===== config.mk =====
export PLATFORM = sky130hd
export DESIGN_NAME = nibble_serial_adder
export DESIGN_NICKNAME = d
export VERILOG_FILES = /design/src/rtl/nibble_serial_adder_pkg.sv /design/src/rtl/nibble_serial_adder_fourbitadder.sv /design/src/rtl/nibble_serial_adder.sv
export SDC_FILE = /design/constraint.sdc
export NUM_CORES = 1
export LEC_CHECK = 0
export CORE_AREA = 2 2 76 78
export DETAILED_ROUTE_END_ITERATION = 8
export DIE_AREA = 0 0 78 80
export GPL_TIMING_DRIVEN = 0
export PLACE_DENSITY = 0.77
export SLEW_MARGIN = 20
export SYNTH_ARGS = -nofsm -noshare
export SYNTH_HDL_FRONTEND = slang
export SYNTH_HIERARCHICAL = 1
export SYNTH_SLANG_ARGS = --single-unit

===== constraint.sdc =====
create_clock -name clk -period 3.5 [get_ports clk]
set_input_delay 0.7 -clock clk [delete_from_list [all_inputs] [get_ports clk]]
set_output_delay 0.7 -clock clk [all_outputs]
set_load 0.1 [all_outputs]

===== src/rtl/nibble_serial_adder_pkg.sv =====
// Shared definitions for the nibble-serial adder: FSM state type, nibble
// width and a helper that sizes the nibble index counter.
package nibble_serial_adder_pkg;

  localparam int NIBBLE_W = 4;

  typedef enum logic [1:0] {
    IDLE = 2'd0,
    ADD  = 2'd1,
    DONE = 2'd2
  } state_t;

  // Index counter width: ceil(log2(n)), but never narrower than one bit.
  function automatic int idx_width(input int n);
    return (n > 1) ? $clog2(n) : 1;
  endfunction

endpackage : nibble_serial_adder_pkg


===== src/rtl/nibble_serial_adder_fourbitadder.sv =====
// Four-bit ripple-carry adder built from a chain of full adders.
module fourbitAdder
  import nibble_serial_adder_pkg::*;
(
  input  logic [NIBBLE_W-1:0] a,
  input  logic [NIBBLE_W-1:0] b,
  input  logic                cin,
  output logic [NIBBLE_W-1:0] sum,
  output logic                cout
);

  // carry[0] is the incoming carry; carry[NIBBLE_W] leaves the top bit.
  logic [NIBBLE_W:0] carry;

  assign carry[0] = cin;

  // One full adder per bit, carries rippling upward.
  for (genvar gi = 0; gi < NIBBLE_W; gi++) begin : g_fa
    assign sum[gi]      = a[gi] ^ b[gi] ^ carry[gi];
    assign carry[gi+1]  = (a[gi] & b[gi]) | (carry[gi] & (a[gi] ^ b[gi]));
  end

  assign cout = carry[NIBBLE_W];

endmodule : fourbitAdder


===== src/rtl/nibble_serial_adder.sv =====
// Nibble-serial adder: captures two W-bit operands and a carry, then adds
// them one nibble per cycle through a single four-bit adder, holding the
// registered result until the consumer takes it.
module nibble_serial_adder
  import nibble_serial_adder_pkg::*;
#(
  parameter int NIBBLES = 4
) (
  input  logic                         clk,
  input  logic                         rst_n,
  input  logic                         in_valid,
  output logic                         in_ready,
  input  logic [NIBBLE_W*NIBBLES-1:0]  a,
  input  logic [NIBBLE_W*NIBBLES-1:0]  b,
  input  logic                         cin,
  output logic                         out_valid,
  input  logic                         out_ready,
  output logic [NIBBLE_W*NIBBLES-1:0]  sum,
  output logic                         cout,
  output logic                         busy
);

  localparam int W     = NIBBLE_W * NIBBLES;
  localparam int IDX_W = idx_width(NIBBLES);
  localparam logic [IDX_W-1:0] IDX_LAST = IDX_W'(NIBBLES - 1);

  state_t            state_reg;
  state_t            state_next;
  logic [W-1:0]      a_reg;
  logic [W-1:0]      b_reg;
  logic [W-1:0]      sum_reg;
  logic [W-1:0]      sum_next;
  logic              cout_reg;
  logic              carry_reg;
  logic [IDX_W-1:0]  idx_reg;

  logic [NIBBLE_W-1:0] a_nib [NIBBLES];
  logic [NIBBLE_W-1:0] b_nib [NIBBLES];
  logic [NIBBLE_W-1:0] a_sel;
  logic [NIBBLE_W-1:0] b_sel;
  logic [NIBBLE_W-1:0] add_sum;
  logic                add_cout;
  logic                idx_last;

  // Split the captured operands into nibble lanes for indexed selection.
  for (genvar gi = 0; gi < NIBBLES; gi++) begin : g_nib
    assign a_nib[gi] = a_reg[gi*NIBBLE_W +: NIBBLE_W];
    assign b_nib[gi] = b_reg[gi*NIBBLE_W +: NIBBLE_W];
  end

  assign idx_last = (idx_reg == IDX_LAST);

  // Pick the operand nibbles addressed by idx (compare-based mux, no wide shifts).
  always_comb begin
    a_sel = '0;
    b_sel = '0;
    for (int i = 0; i < NIBBLES; i++) begin
      if (idx_reg == IDX_W'(i)) begin
        a_sel = a_nib[i];
        b_sel = b_nib[i];
      end
    end
  end

  // The single shared nibble adder; carry between nibbles goes only through carry_reg.
  fourbitAdder u_add (
    .a    (a_sel),
    .b    (b_sel),
    .cin  (carry_reg),
    .sum  (add_sum),
    .cout (add_cout)
  );

  // Merge this cycle's nibble result into its slot of the sum register.
  always_comb begin
    sum_next = sum_reg;
    for (int i = 0; i < NIBBLES; i++) begin
      if (idx_reg == IDX_W'(i)) begin
        sum_next[i*NIBBLE_W +: NIBBLE_W] = add_sum;
      end
    end
  end

  // FSM state register.
  always_ff @(posedge clk or negedge rst_n) begin
    if (!rst_n) begin
      state_reg <= IDLE;
    end else begin
      state_reg <= state_next;
    end
  end

  // FSM next-state: accept in IDLE, step through nibbles in ADD, wait for handshake in DONE.
  always_comb begin
    state_next = state_reg;
    unique case (state_reg)
      IDLE: if (in_valid)  state_next = ADD;
      ADD:  if (idx_last)  state_next = DONE;
      DONE: if (out_ready) state_next = IDLE;
      default:             state_next = IDLE;
    endcase
  end

  // Datapath: operand capture on accept, one nibble per cycle while adding.
  always_ff @(posedge clk or negedge rst_n) begin
    if (!rst_n) begin
      a_reg     <= '0;
      b_reg     <= '0;
      sum_reg   <= '0;
      cout_reg  <= 1'b0;
      carry_reg <= 1'b0;
      idx_reg   <= '0;
    end else begin
      unique case (state_reg)
        IDLE: begin
          if (in_valid) begin
            a_reg     <= a;
            b_reg     <= b;
            carry_reg <= cin;
            idx_reg   <= '0;
          end
        end
        ADD: begin
          sum_reg   <= sum_next;
          carry_reg <= add_cout;
          if (idx_last) begin
            // Index stays on the last nibble rather than wrapping.
            cout_reg <= add_cout;
          end else begin
            idx_reg <= idx_reg + IDX_W'(1);
          end
        end
        default: ;
      endcase
    end
  end

  assign in_ready  = (state_reg == IDLE);
  assign out_valid = (state_reg == DONE);
  assign busy      = (state_reg != IDLE);
  assign sum       = sum_reg;
  assign cout      = cout_reg;

endmodule : nibble_serial_adder


==> impl_results.html <==
<table>
<tr><th>Metric</th><th>Value</th></tr>
<tr><th colspan="2">Status</th></tr>
<tr><td>Outcome</td><td>finished, final reports clean</td></tr>
<tr><th colspan="2">Synthesis</th></tr>
<tr><td>Post-Synthesis Net Count</td><td>235</td></tr>
<tr><td>Count of distinct cell types in the synthesized netlist</td><td>30</td></tr>
<tr><td>Dominant synthesized flop cell</td><td>sky130_fd_sc_hd__dfrtp_1</td></tr>
<tr><td>Post-synthesis async set-or-reset flop share</td><td>1.000</td></tr>
<tr><td>Number of standard cells after synthesis</td><td>190</td></tr>
<tr><td>Post-synthesis instance area</td><td>2597 um^2</td></tr>
<tr><td>Area share of the largest cell type after synthesis</td><td>0.5202</td></tr>
<tr><td>Sequential share of the synthesized area</td><td>0.5202</td></tr>
<tr><td>EDFF count, synth</td><td>0</td></tr>
<tr><td>Mean instance size in the synthesized netlist</td><td>13.67 um^2</td></tr>
<tr><td>Count of warnings emitted by yosys</td><td>6</td></tr>
<tr><td>Top area cells in the synthesized netlist</td><td>sky130_fd_sc_hd__dfrtp_1 (52%), sky130_fd_sc_hd__mux2_4 (17%), sky130_fd_sc_hd__mux2_2 (6.5%), sky130_fd_sc_hd__fa_1 (3.1%), sky130_fd_sc_hd__a22oi_1 (2.3%)</td></tr>
<tr><td>Total of flip-flops plus latches after synthesis</td><td>54</td></tr>
<tr><td>Cell type with the largest total area after synthesis</td><td>sky130_fd_sc_hd__dfrtp_1</td></tr>
<tr><th colspan="2">Die</th></tr>
<tr><td>Io pins</td><td>57</td></tr>
<tr><td>Width of the die</td><td>just under 80 um</td></tr>
<tr><td>Die outline area</td><td>about 6200 um^2</td></tr>
<tr><td>Die height</td><td>80 um</td></tr>
<tr><td>Effective utilization at floorplan</td><td>0.4806</td></tr>
<tr><td>Row count</td><td>27</td></tr>
<tr><td>Core area</td><td>5405 um^2</td></tr>
<tr><th colspan="2">Worst setup path</th></tr>
<tr><td>CP Capture Point</td><td>sum[7]$_DFFE_PN0P_</td></tr>
<tr><td>Worst Path Required</td><td>3750 ps</td></tr>
<tr><td>Setup crit start kind</td><td>flop</td></tr>
<tr><td>Endpoint kind of the worst setup timing path</td><td>flop</td></tr>
<tr><td>Depth of the most critical reg-to-reg path</td><td>15</td></tr>
<tr><td>WP data arrival</td><td>3530 ps</td></tr>
<tr><td>Startpoint of the lowest-slack register-to-register path</td><td>idx_reg[0]$_DFFE_PN0P_</td></tr>
<tr><td>Setup Crit Path Kind</td><td>reg -&gt; reg</td></tr>
<tr><td>Maximum fanout encountered on the critical timing path</td><td>7</td></tr>
<tr><td>Register-to-register setup slack</td><td>220 ps</td></tr>
<tr><td>Critical path origin</td><td>idx_reg[0]$_DFFE_PN0P_</td></tr>
<tr><td>R2R Path End</td><td>sum[7]$_DFFE_PN0P_</td></tr>
<tr><th colspan="2">Drt</th></tr>
<tr><td>Via density per instance</td><td>5.027</td></tr>
<tr><td>Post-detailed-route wirelength per cell</td><td>14.95 um</td></tr>
<tr><td>Initial detailed-routing violation count</td><td>93</td></tr>
<tr><td>Routed vias</td><td>1649</td></tr>
<tr><td>Number of search-and-repair iterations in the first detailed-routing pass</td><td>4</td></tr>
<tr><td>DRT Wirelength</td><td>4904 um</td></tr>
<tr><td>Drc violations</td><td>0</td></tr>
<tr><td>Remaining antenna violation count after routing</td><td>0</td></tr>
<tr><th colspan="2">Clocking</th></tr>
<tr><td>Maximum level of the CTS H-tree</td><td>2</td></tr>
<tr><td>Clock transition at path regs</td><td>~90 ps</td></tr>
<tr><td>Buffer type at the clock tree root</td><td>sky130_fd_sc_hd__clkbuf_8</td></tr>
<tr><td>Clock buffer count from CTS</td><td>5</td></tr>
<tr><td>Number of buffers on the longest clock path</td><td>2</td></tr>
<tr><td>Quantity of hold-fixing buffers added after cts</td><td>0</td></tr>
<tr><td>TritonCTS sink count</td><td>54</td></tr>
<tr><td>Clock tree from TritonCTS</td><td>built</td></tr>
<tr><td>Clock latency at the later pin of the worst-skew pair</td><td>300 ps</td></tr>
<tr><th colspan="2">Final layout</th></tr>
<tr><td>Commonest non-fill, non-tap cells in the layout</td><td>sky130_fd_sc_hd__clkdlybuf4s50_1 (55), sky130_fd_sc_hd__dfrtp_1 (53), sky130_fd_sc_hd__mux2_4 (30)</td></tr>
<tr><td>Register Area</td><td>1353 um^2</td></tr>
<tr><td>Most common cell after layout, fill and taps aside</td><td>sky130_fd_sc_hd__clkdlybuf4s50_1</td></tr>
<tr><td>Area Growth Syn to Fin</td><td>30.64%</td></tr>
<tr><td>Fraction of layout cells with a size suffix above 1</td><td>0.2891</td></tr>
<tr><td>Count of fill cells added during filler insertion</td><td>approximately 430</td></tr>
<tr><td>Diodes inserted</td><td>0</td></tr>
<tr><td>Area occupied by multi-input gates</td><td>1117 um^2</td></tr>
<tr><td>Final-stage net count</td><td>300</td></tr>
<tr><th colspan="2">STA</th></tr>
<tr><td>Unrepaired setup endpoints after global routing</td><td>no</td></tr>
<tr><td>Minimum clock period after layout</td><td>3280 ps</td></tr>
<tr><td>Tightest slew margin relative to the limit</td><td>0.3508</td></tr>
<tr><td>Count of final setup violators</td><td>0</td></tr>
<tr><td>Fmax</td><td>0.3049 GHz</td></tr>
<tr><td>WHS</td><td>409.6 ps</td></tr>
<tr><td>Post-route setup TNS</td><td>0 ps</td></tr>
<tr><td>Number of hold-slack violations in the final timing report</td><td>0</td></tr>
<tr><td>Part of the cycle the worst path needs</td><td>0.9372</td></tr>
<tr><td>Final-report max-slew violation count</td><td>0</td></tr>
<tr><td>Worst Skew</td><td>~2.9 ps</td></tr>
<tr><td>Slew @ Worst Pin</td><td>970.7 ps</td></tr>
<tr><th colspan="2">Worst hold path</th></tr>
<tr><td>Type of the most critical hold path</td><td>in -&gt; async</td></tr>
<tr><th colspan="2">Global routing</th></tr>
<tr><td>Overflow left after global routing</td><td>0</td></tr>
<tr><td>Via count of the first global-routing pass</td><td>~1700</td></tr>
<tr><td>Total global routing track utilization</td><td>0.1743</td></tr>
<tr><td>Antenna violations before repair</td><td>0</td></tr>
<tr><td>Largest net degree at the start of global routing</td><td>55</td></tr>
<tr><td>First-pass GRT wire length</td><td>8376 um</td></tr>
<tr><th colspan="2">Placement</th></tr>
<tr><td>Half-perimeter wire length after placement</td><td>3612 um</td></tr>
<tr><td># port buffers</td><td>56</td></tr>
<tr><td>RD Place Congestion</td><td>0.7465</td></tr>
<tr><th colspan="2">Job</th></tr>
<tr><td>Max-cap violation count</td><td>0</td></tr>
</table>
-- critical path, stage by stage (launching register included) --
cell	delay [ps]
sky130_fd_sc_hd__dfrtp_2	420
sky130_fd_sc_hd__inv_1	70
sky130_fd_sc_hd__ha_1	230
sky130_fd_sc_hd__nor2b_1	140
sky130_fd_sc_hd__clkbuf_2	180
sky130_fd_sc_hd__a22oi_1	230
sky130_fd_sc_hd__a21oi_1	130
sky130_fd_sc_hd__fa_1	440
sky130_fd_sc_hd__inv_1	80
sky130_fd_sc_hd__fa_1	160
sky130_fd_sc_hd__inv_1	50
sky130_fd_sc_hd__fa_1	350
sky130_fd_sc_hd__inv_1	80
sky130_fd_sc_hd__fa_1	420
sky130_fd_sc_hd__inv_2	110
sky130_fd_sc_hd__mux2_2	150
-- worst min path at each step --
stage                         startpoint               endpoint  slack (ps)  cells past startpoint
floorplan                          rst_n   a_reg[0]$_DFFE_PN0P_         400                      0
global placement    b_reg[1]$_DFFE_PN0P_   b_reg[1]$_DFFE_PN0P_         470                      1
detailed placement  b_reg[1]$_DFFE_PN0P_   b_reg[1]$_DFFE_PN0P_         480                      1
CTS                                rst_n  b_reg[11]$_DFFE_PN0P_         440                      1
global route                       rst_n  b_reg[15]$_DFFE_PN0P_         460                      1
finish                             rst_n  b_reg[11]$_DFFE_PN0P_         410                      1
-- stage by stage --
step | instance area, um^2 | instances | setup slack (ps) | utilization
3_3_place_gp | 3248 | 318 | 112.6 | 0.6009
2_1_floorplan | 2597 | 190 | 472.2 | -
5_1_grt | 3393 | 328 | 18.65 | 0.6278
4_1_cts | 3356 | 326 | 57.03 | 0.6208
3_5_place_dp | 3246 | 318 | 89.55 | 0.6005
6_report | 3393 | 328 | 219.9 | 0.6278
-- cells by family after synthesis --
logic type / share of synthesized area
AO/OA/AOI/OAI: 0.07515
multiplexers: 0.2558
adder cells (fa/ha/maj): 0.05010
AND/OR/NAND/NOR: 0.04480
buffers and inverters: 0.05394
flip-flops: 0.5202
-- routing by layer --
metal | global-route usage | up-vias | part of all wire
met5 | 0 | - | 0
met4 | 0.06140 | 0 | 0.010
met3 | 0.03733 | 6 | 0.040
met2 | 0.2828 | 45 | 0.49
met1 | 0.2323 | 810 | 0.46
li1 | - | 788 | -
-- synthesized netlist by cell type (2+ instances only) --
library cell	n
sky130_fd_sc_hd__dfrtp_1	54
sky130_fd_sc_hd__mux2_4	30
sky130_fd_sc_hd__inv_1	15
sky130_fd_sc_hd__mux2_2	15
sky130_fd_sc_hd__a21oi_1	11
sky130_fd_sc_hd__nand2_1	9
sky130_fd_sc_hd__a22oi_1	8
sky130_fd_sc_hd__o22ai_1	7
sky130_fd_sc_hd__o21ai_0	6
sky130_fd_sc_hd__fa_1	4
sky130_fd_sc_hd__ha_1	4
sky130_fd_sc_hd__mux2_1	4
sky130_fd_sc_hd__buf_8	3
sky130_fd_sc_hd__clkbuf_1	3
sky130_fd_sc_hd__nor2_1	2
-- repair_timing --
item | in CTS | in global routing
endpoints found under the setup margin | 0 | 4
setup buffers | 0 | 3
resized for setup | 0 | 10
-- area by class of cell --
| type | instances | share of cell area |
|---|---|---|
| Sequential cell | 54 | 0.3986 |
| Multi-Input combinational cell | 111 | 0.3293 |
| Timing Repair Buffer | 59 | 0.1711 |
| Tap cell | 72 | 0.02655 |
| Buffer | 8 | 0.02323 |
| Clock buffer | 6 | 0.02139 |
| Inverter | 16 | 0.01881 |
| Clock inverter | 2 | 0.01106 |
Power is not shown: default switching activity piles up to over one toggle a cycle in this logic, so the estimate is an artifact.
